**src/rtl/picomem_timer_pkg.sv**
```systemverilog
// picomem_timer_pkg: register map, control bit positions and bus FSM states
package picomem_timer_pkg;
  localparam logic [2:0] REG_CTRL     = 3'd0;
  localparam logic [2:0] REG_PRESCALE = 3'd1;
  localparam logic [2:0] REG_COUNT    = 3'd2;
  localparam logic [2:0] REG_COMPARE  = 3'd3;
  localparam logic [2:0] REG_STATUS   = 3'd4;
  localparam int CTRL_EN          = 0;
  localparam int CTRL_AUTO_RELOAD = 1;
  localparam int CTRL_IRQ_EN      = 2;
  localparam int STATUS_MATCH     = 0;
  typedef enum logic {ST_IDLE, ST_ACK} state_t;
  function automatic logic [31:0] strb_mask(input logic [3:0] s);
    return {{8{s[3]}}, {8{s[2]}}, {8{s[1]}}, {8{s[0]}}};
  endfunction
endpackage

```
**src/rtl/picomem_timer_prescaler.sv**
```systemverilog
// picomem_timer_prescaler: divides the clock into one-cycle ticks every prescale+1 cycles
module picomem_timer_prescaler
  import picomem_timer_pkg::*;
#(
  parameter int PRE_W = 16
) (
  input  logic             clk,
  input  logic             reset,
  input  logic             en,
  input  logic [PRE_W-1:0] prescale,
  input  logic             clr,
  output logic             tick
);
  logic [PRE_W-1:0] r_cnt;
  assign tick = en && (r_cnt == prescale);
  // count enabled cycles; restart on terminal count, disable or prescale rewrite
  always_ff @(posedge clk) begin
    if (reset || !en || clr || tick) r_cnt <= '0;
    else r_cnt <= r_cnt + PRE_W'(1);
  end
endmodule

```
**src/rtl/picomem_timer.sv**
```systemverilog
// picomem_timer: PicoMem compare/match timer with prescaler, sticky match and level irq
module picomem_timer
  import picomem_timer_pkg::*;
#(
  parameter int PRE_W    = 16,
  parameter int ADDR_LSB = 2
) (
  input  logic        clk,
  input  logic        reset,
  input  logic        mem_s_valid,
  output logic        mem_s_ready,
  input  logic [31:0] mem_s_addr,
  input  logic [31:0] mem_s_wdata,
  input  logic [3:0]  mem_s_wstrb,
  output logic [31:0] mem_s_rdata,
  output logic        irq
);
  state_t           r_state, w_next;
  logic [2:0]       r_ctrl;
  logic [PRE_W-1:0] r_prescale;
  logic [31:0]      r_count, r_compare, r_rdata;
  logic             r_match, r_irq;
  logic [2:0]       w_idx;
  logic [31:0]      w_mask, w_rd_val;
  logic             w_acc, w_wr, w_rd, w_tick, w_hit;
  logic             w_wr_ctrl, w_wr_pre, w_wr_count, w_wr_cmp, w_wr_status;
  logic             w_unused;
  assign w_unused    = ^{mem_s_addr[31:ADDR_LSB+3], mem_s_addr[ADDR_LSB-1:0]};
  assign w_idx       = mem_s_addr[ADDR_LSB+2:ADDR_LSB];
  assign w_mask      = strb_mask(mem_s_wstrb);
  assign w_acc       = (r_state == ST_IDLE) && mem_s_valid;
  assign w_wr        = w_acc && (|mem_s_wstrb);
  assign w_rd        = w_acc && !(|mem_s_wstrb);
  assign w_wr_ctrl   = w_wr && (w_idx == REG_CTRL);
  assign w_wr_pre    = w_wr && (w_idx == REG_PRESCALE);
  assign w_wr_count  = w_wr && (w_idx == REG_COUNT);
  assign w_wr_cmp    = w_wr && (w_idx == REG_COMPARE);
  assign w_wr_status = w_wr && (w_idx == REG_STATUS);
  assign w_hit       = w_tick && (r_count == r_compare);
  assign w_rd_val    = (w_idx == REG_CTRL)     ? {29'b0, r_ctrl}       :
                       (w_idx == REG_PRESCALE) ? 32'(r_prescale)       :
                       (w_idx == REG_COUNT)    ? r_count               :
                       (w_idx == REG_COMPARE)  ? r_compare             :
                       (w_idx == REG_STATUS)   ? {31'b0, r_match}      : 32'b0;
  assign mem_s_rdata = r_rdata;
  assign irq         = r_irq;
  picomem_timer_prescaler #(.PRE_W(PRE_W)) u_pre (
    .clk      (clk),
    .reset    (reset),
    .en       (r_ctrl[CTRL_EN]),
    .prescale (r_prescale),
    .clr      (w_wr_pre),
    .tick     (w_tick)
  );
  // access FSM state register
  always_ff @(posedge clk) begin
    r_state <= reset ? ST_IDLE : w_next;
  end
  // accept a request in IDLE, acknowledge for exactly one cycle in ACK
  always_comb begin
    w_next      = (r_state == ST_IDLE && mem_s_valid) ? ST_ACK : ST_IDLE;
    mem_s_ready = (r_state == ST_ACK);
  end
  // read data captured with the pre-update register values, zero outside ACK
  always_ff @(posedge clk) begin
    r_rdata <= (reset || !w_rd) ? 32'b0 : w_rd_val;
  end
  // configuration registers with per-byte strobes
  always_ff @(posedge clk) begin
    if (reset) begin
      r_ctrl     <= '0;
      r_prescale <= '0;
      r_compare  <= '0;
    end else begin
      if (w_wr_ctrl) r_ctrl <= (r_ctrl & ~w_mask[2:0]) | (mem_s_wdata[2:0] & w_mask[2:0]);
      if (w_wr_pre) r_prescale <= (r_prescale & ~w_mask[PRE_W-1:0]) | (mem_s_wdata[PRE_W-1:0] & w_mask[PRE_W-1:0]);
      if (w_wr_cmp) r_compare <= (r_compare & ~w_mask) | (mem_s_wdata & w_mask);
    end
  end
  // counter, sticky match and irq; bus write beats tick, match set beats clear
  always_ff @(posedge clk) begin
    if (reset) begin
      r_count <= '0;
      r_match <= 1'b0;
      r_irq   <= 1'b0;
    end else begin
      if (w_wr_count) r_count <= (r_count & ~w_mask) | (mem_s_wdata & w_mask);
      else if (w_tick) r_count <= (w_hit && r_ctrl[CTRL_AUTO_RELOAD]) ? 32'b0 : r_count + 32'd1;
      if (w_hit) r_match <= 1'b1;
      else if (w_wr_status && w_mask[STATUS_MATCH] && mem_s_wdata[STATUS_MATCH]) r_match <= 1'b0;
      r_irq <= r_match && r_ctrl[CTRL_IRQ_EN];
    end
  end
endmodule

```
**config.mk**
```make
export PLATFORM = sky130hd
export DESIGN_NAME = picomem_timer
export DESIGN_NICKNAME = d
export VERILOG_FILES = /design/src/rtl/picomem_timer_pkg.sv /design/src/rtl/picomem_timer_prescaler.sv /design/src/rtl/picomem_timer.sv
export SDC_FILE = /design/constraint.sdc
export NUM_CORES = 1
export LEC_CHECK = 0
export BUFFER_PORTS_ARGS = -buffer_cell sky130_fd_sc_hd__buf_2
export CORE_MARGIN = 3
export CORE_UTILIZATION = 40
export CTS_CLUSTER_SIZE = 20
export DETAILED_ROUTE_END_ITERATION = 7
export GPL_ROUTABILITY_DRIVEN = 0
export PLACE_DENSITY_LB_ADDON = 0.1
export SLEW_MARGIN = 25
export SYNTH_ARGS = -nofsm -noshare
export SYNTH_HDL_FRONTEND = slang
export SYNTH_HIERARCHICAL = 1
export SYNTH_SLANG_ARGS = --single-unit
export TNS_END_PERCENT = 10
```
**constraint.sdc**
```tcl
create_clock -name clk -period 4.45 [get_ports clk]
set_input_delay 0 -clock clk [delete_from_list [all_inputs] [get_ports clk]]
set_output_delay 0 -clock clk [all_outputs]
set_load 0.05 [all_outputs]
```
==> impl_summary.log <==
[metrics] most numerous cell in the Yosys netlist: sky130_fd_sc_hd__dfxtp_1
[metrics] most area-hungry cell type in the Yosys netlist: sky130_fd_sc_hd__dfxtp_1
[metrics] core region area: ~16000 um^2
[metrics] worst endpoint data arrival time: around 3.8 ns
[metrics] area fraction of the dominant cell type after synthesis: 40.06%
[metrics] Sum Neg Setup Slack: 0 ns
[metrics] final critical path time including I/O delays and setup: 3.516 ns
[metrics] total power draw: 2.879 mW
[metrics] post-layout utilization of the core: 50.67%
[metrics] via count of the first global-routing pass: 5789
[metrics] transition time at the pin with the least slew margin: ~0.9 ns
[metrics] number of antenna violations at the first check in global routing: 0
[metrics] Die Width: 135.4 um
[metrics] areal power density over the cells: around 350 nW/um^2
[metrics] final antenna-violating net count: 0
[metrics] Clock Tree Root: sky130_fd_sc_hd__clkbuf_16
[metrics] Net Count, Synth: roughly 860
[metrics] main flop type after synthesis: sky130_fd_sc_hd__dfxtp_1
[metrics] routed length per placed instance: between 15 and 20 um
[metrics] Setup Skew: between 0.008 and 0.009 ns
[metrics] ports placed on the boundary: between 100 and 150
[metrics] share of synthesized flip-flops with an asynchronous set or reset: 0%
[metrics] startpoint class of the critical path: flip-flop
[metrics] fill count: between 1.5k and 2k
[metrics] Clk Latency, worst-skew pair: 0.42 ns
[metrics] Overflow after GRT: 0
[metrics] Syn Inst Count: 790
[metrics] wirelength, routed: around 20000 um
[metrics] Pre-antenna DRT Iters: 6
[metrics] number of buffers on the longest clock path: 2
[metrics] EDFF count, synth: 0
[metrics] register area share after synthesis: approximately two fifths
[metrics] Pins Over Slew Limit: 0
[metrics] CP Data Required Time: approximately 4.7 ns
[metrics] via count: 6292
[metrics] height of the die: between 100 and 150 um
[metrics] post-cts hold buffer count: 41
[metrics] cell area after technology mapping: between 6000 and 7000 um^2
[metrics] Synth warnings: 6
[metrics] maximum level of the CTS H-tree: 4
[metrics] number of gates resized after CTS: 0
[metrics] number of clock buffers inserted by TritonCTS: 17
[metrics] TritonCTS sink count: roughly 130
[metrics] crit share post-route: 79.01%
[metrics] fraction of layout instances using a drive strength above 1: between 10% and 20%
[metrics] pre-CTS WS: between 1 and 1.5 ns
[metrics] Post CTS Setup Buffer Count: 0
[metrics] type of element capturing the critical path: flip-flop
[metrics] overall routing resource usage: between 20% and 30%
[metrics] Avg Cell Area, Syn: 8.476 um^2
[metrics] VDD IR max: between 0.2 and 0.3 mV
[metrics] DRC violation total after the first TritonRoute iteration: 534
[metrics] placed wire-length estimate after detailed placement: 14370 um
[metrics] upper clock frequency limit: ~0.28 GHz
[metrics] first-pass GRT wire length: about 32000 um
[metrics] leading post-synthesis cells by instance count: sky130_fd_sc_hd__dfxtp_1 (134), sky130_fd_sc_hd__nor2_1 (97), sky130_fd_sc_hd__nand2_1 (64)
[metrics] path type of the worst setup path: flip-flop to flip-flop
[metrics] Crit Path Max Fanout: 10
[metrics] result of the run: complete, no violations
[metrics] input/output buffers: 75
[metrics] clock-pin slew reported for the worst setup and hold paths after clock tree synthesis: 0.06 ns
[metrics] post-route worst setup slack: a little over 0.9 ns
[metrics] max capacitance violation total: 0
[metrics] static leakage: approximately 3.2 nW
[metrics] net count of the finished layout: approximately 950
[metrics] RSZ-0062 raised after global routing: false
[metrics] row cnt: 46
[metrics] initial cell density of the core: around 42%
[metrics] ANT cells: 0
[metrics] Setup-failing EPs final: 0
[metrics] die area: ~18000 um^2
[metrics] Hold/Removal Path Class: input pin to flip-flop
[metrics] synthesis-to-finish area growth: 21.94%
[metrics] Synth cell types: 50
[metrics] top cells by area in the synthesized netlist: sky130_fd_sc_hd__dfxtp_1 (40%), sky130_fd_sc_hd__xnor2_1 (6.0%), sky130_fd_sc_hd__nor2_1 (5.4%), sky130_fd_sc_hd__mux2i_1 (5.4%), sky130_fd_sc_hd__nand3_1 (4.3%)
[metrics] Hold Vio Cnt, Final: 0
[metrics] pin count of the biggest net entering global routing: 69
[metrics] clock tree from TritonCTS: yes
[metrics] detailed-route vias per instance: roughly 5.7
[metrics] Max-Slew Margin vs Limit: between 30% and 40%
[metrics] Post-route DRC: 0
[metrics] flops & latches, synth: roughly 130
==> critical path: stages, from the launching register on <==
cell and delay (ns):
sky130_fd_sc_hd__dfxtp_1 0.42, sky130_fd_sc_hd__xor2_1 0.12, sky130_fd_sc_hd__nor4_1 0.28, sky130_fd_sc_hd__nand2_1 0.16, sky130_fd_sc_hd__nor4_1 0.56, sky130_fd_sc_hd__nand3_1 0.13, sky130_fd_sc_hd__nor4_1 0.48, sky130_fd_sc_hd__nand4_1 0.57
sky130_fd_sc_hd__buf_4 0.37, sky130_fd_sc_hd__a22oi_1 0.18, sky130_fd_sc_hd__o32ai_1 0.10
==> report_power, final <==
group	internal [mW]	switching, mW	total, mW
clock network	0.904	0.524	1.43
registers	1.22	0.0270	1.24
logic	0.0888	0.119	0.208
==> through the flow <==
stage,std cells,instance area (um^2),hold WS [ns]
final,1102,8165,0.02760
after CTS,1102,8160,0.004194
after detailed placement,1030,7159,0.2577
after global routing,1102,8165,0.05660
after floorplan,790,6696,0.1439
after global placement,1030,7157,0.2528
==> logic make-up after synthesis <==
group	share of synthesized area (%)
multiplexers	8.744
AO/OA/AOI/OAI	16.11
adder cells (fa/ha/maj)	0.3736
flip-flops	40.06
AND/OR/NAND/NOR	22.29
XOR/XNOR	8.371
buffers and inverters	4.055
==> cell usage in the layout, fill, tap and decap left out, drive strengths merged, types with 4 or more instances in the layout <==
cell type    instances
nor3b                4
a22oi               32
a21oi               43
nor2                98
nor4                14
a32o                 5
xor2                18
and3                12
nor3                 9
mux2                14
mux2i               36
clkbuf              22
xnor2               46
o211ai              10
nand3               58
dfxtp              134
inv                  7
o21ai               34
dlygate4sd3         41
nor2b                6
nand2b               4
a31oi                6
nand2               65
a211oi              22
buf                 83
nand4               24
and4                 5
clkinv               5
==> layout make-up <==
cell class	instances	area (um^2)	share of cell area, %
clock buffers	22	464.2	5.685
clock inverters	9	126.4	1.548
inverters	7	26.28	0.3218
multi-input cells	590	3750	45.92
flip-flops and latches	134	2683	32.85
well taps	216	270.3	3.310
repair buffers	124	845.8	10.36
==> worst paths after layout <==
kind,slack [ns],end,depth (start not counted),from
worst max-delay path,0.93,flip-flop,10,flip-flop
worst min-delay path,0.03,flip-flop,3,mem_s_wstrb[0]
worst max register to register,0.93,flip-flop,10,flip-flop
worst min register to register,0.45,irq,2,r_match
==> per-layer routing <==
layer | GRT usage, % | routed length (um) | up-vias
met2 | 33.13 | 8925 | 243
met3 | 5.163 | 1427 | 25
li1 | - | - | 3010
met1 | 32.32 | 9696 | 3014
met4 | 7.279 | 308 | 0
met5 | 0 | 0 | -
(Power assumes the default switching activity.)
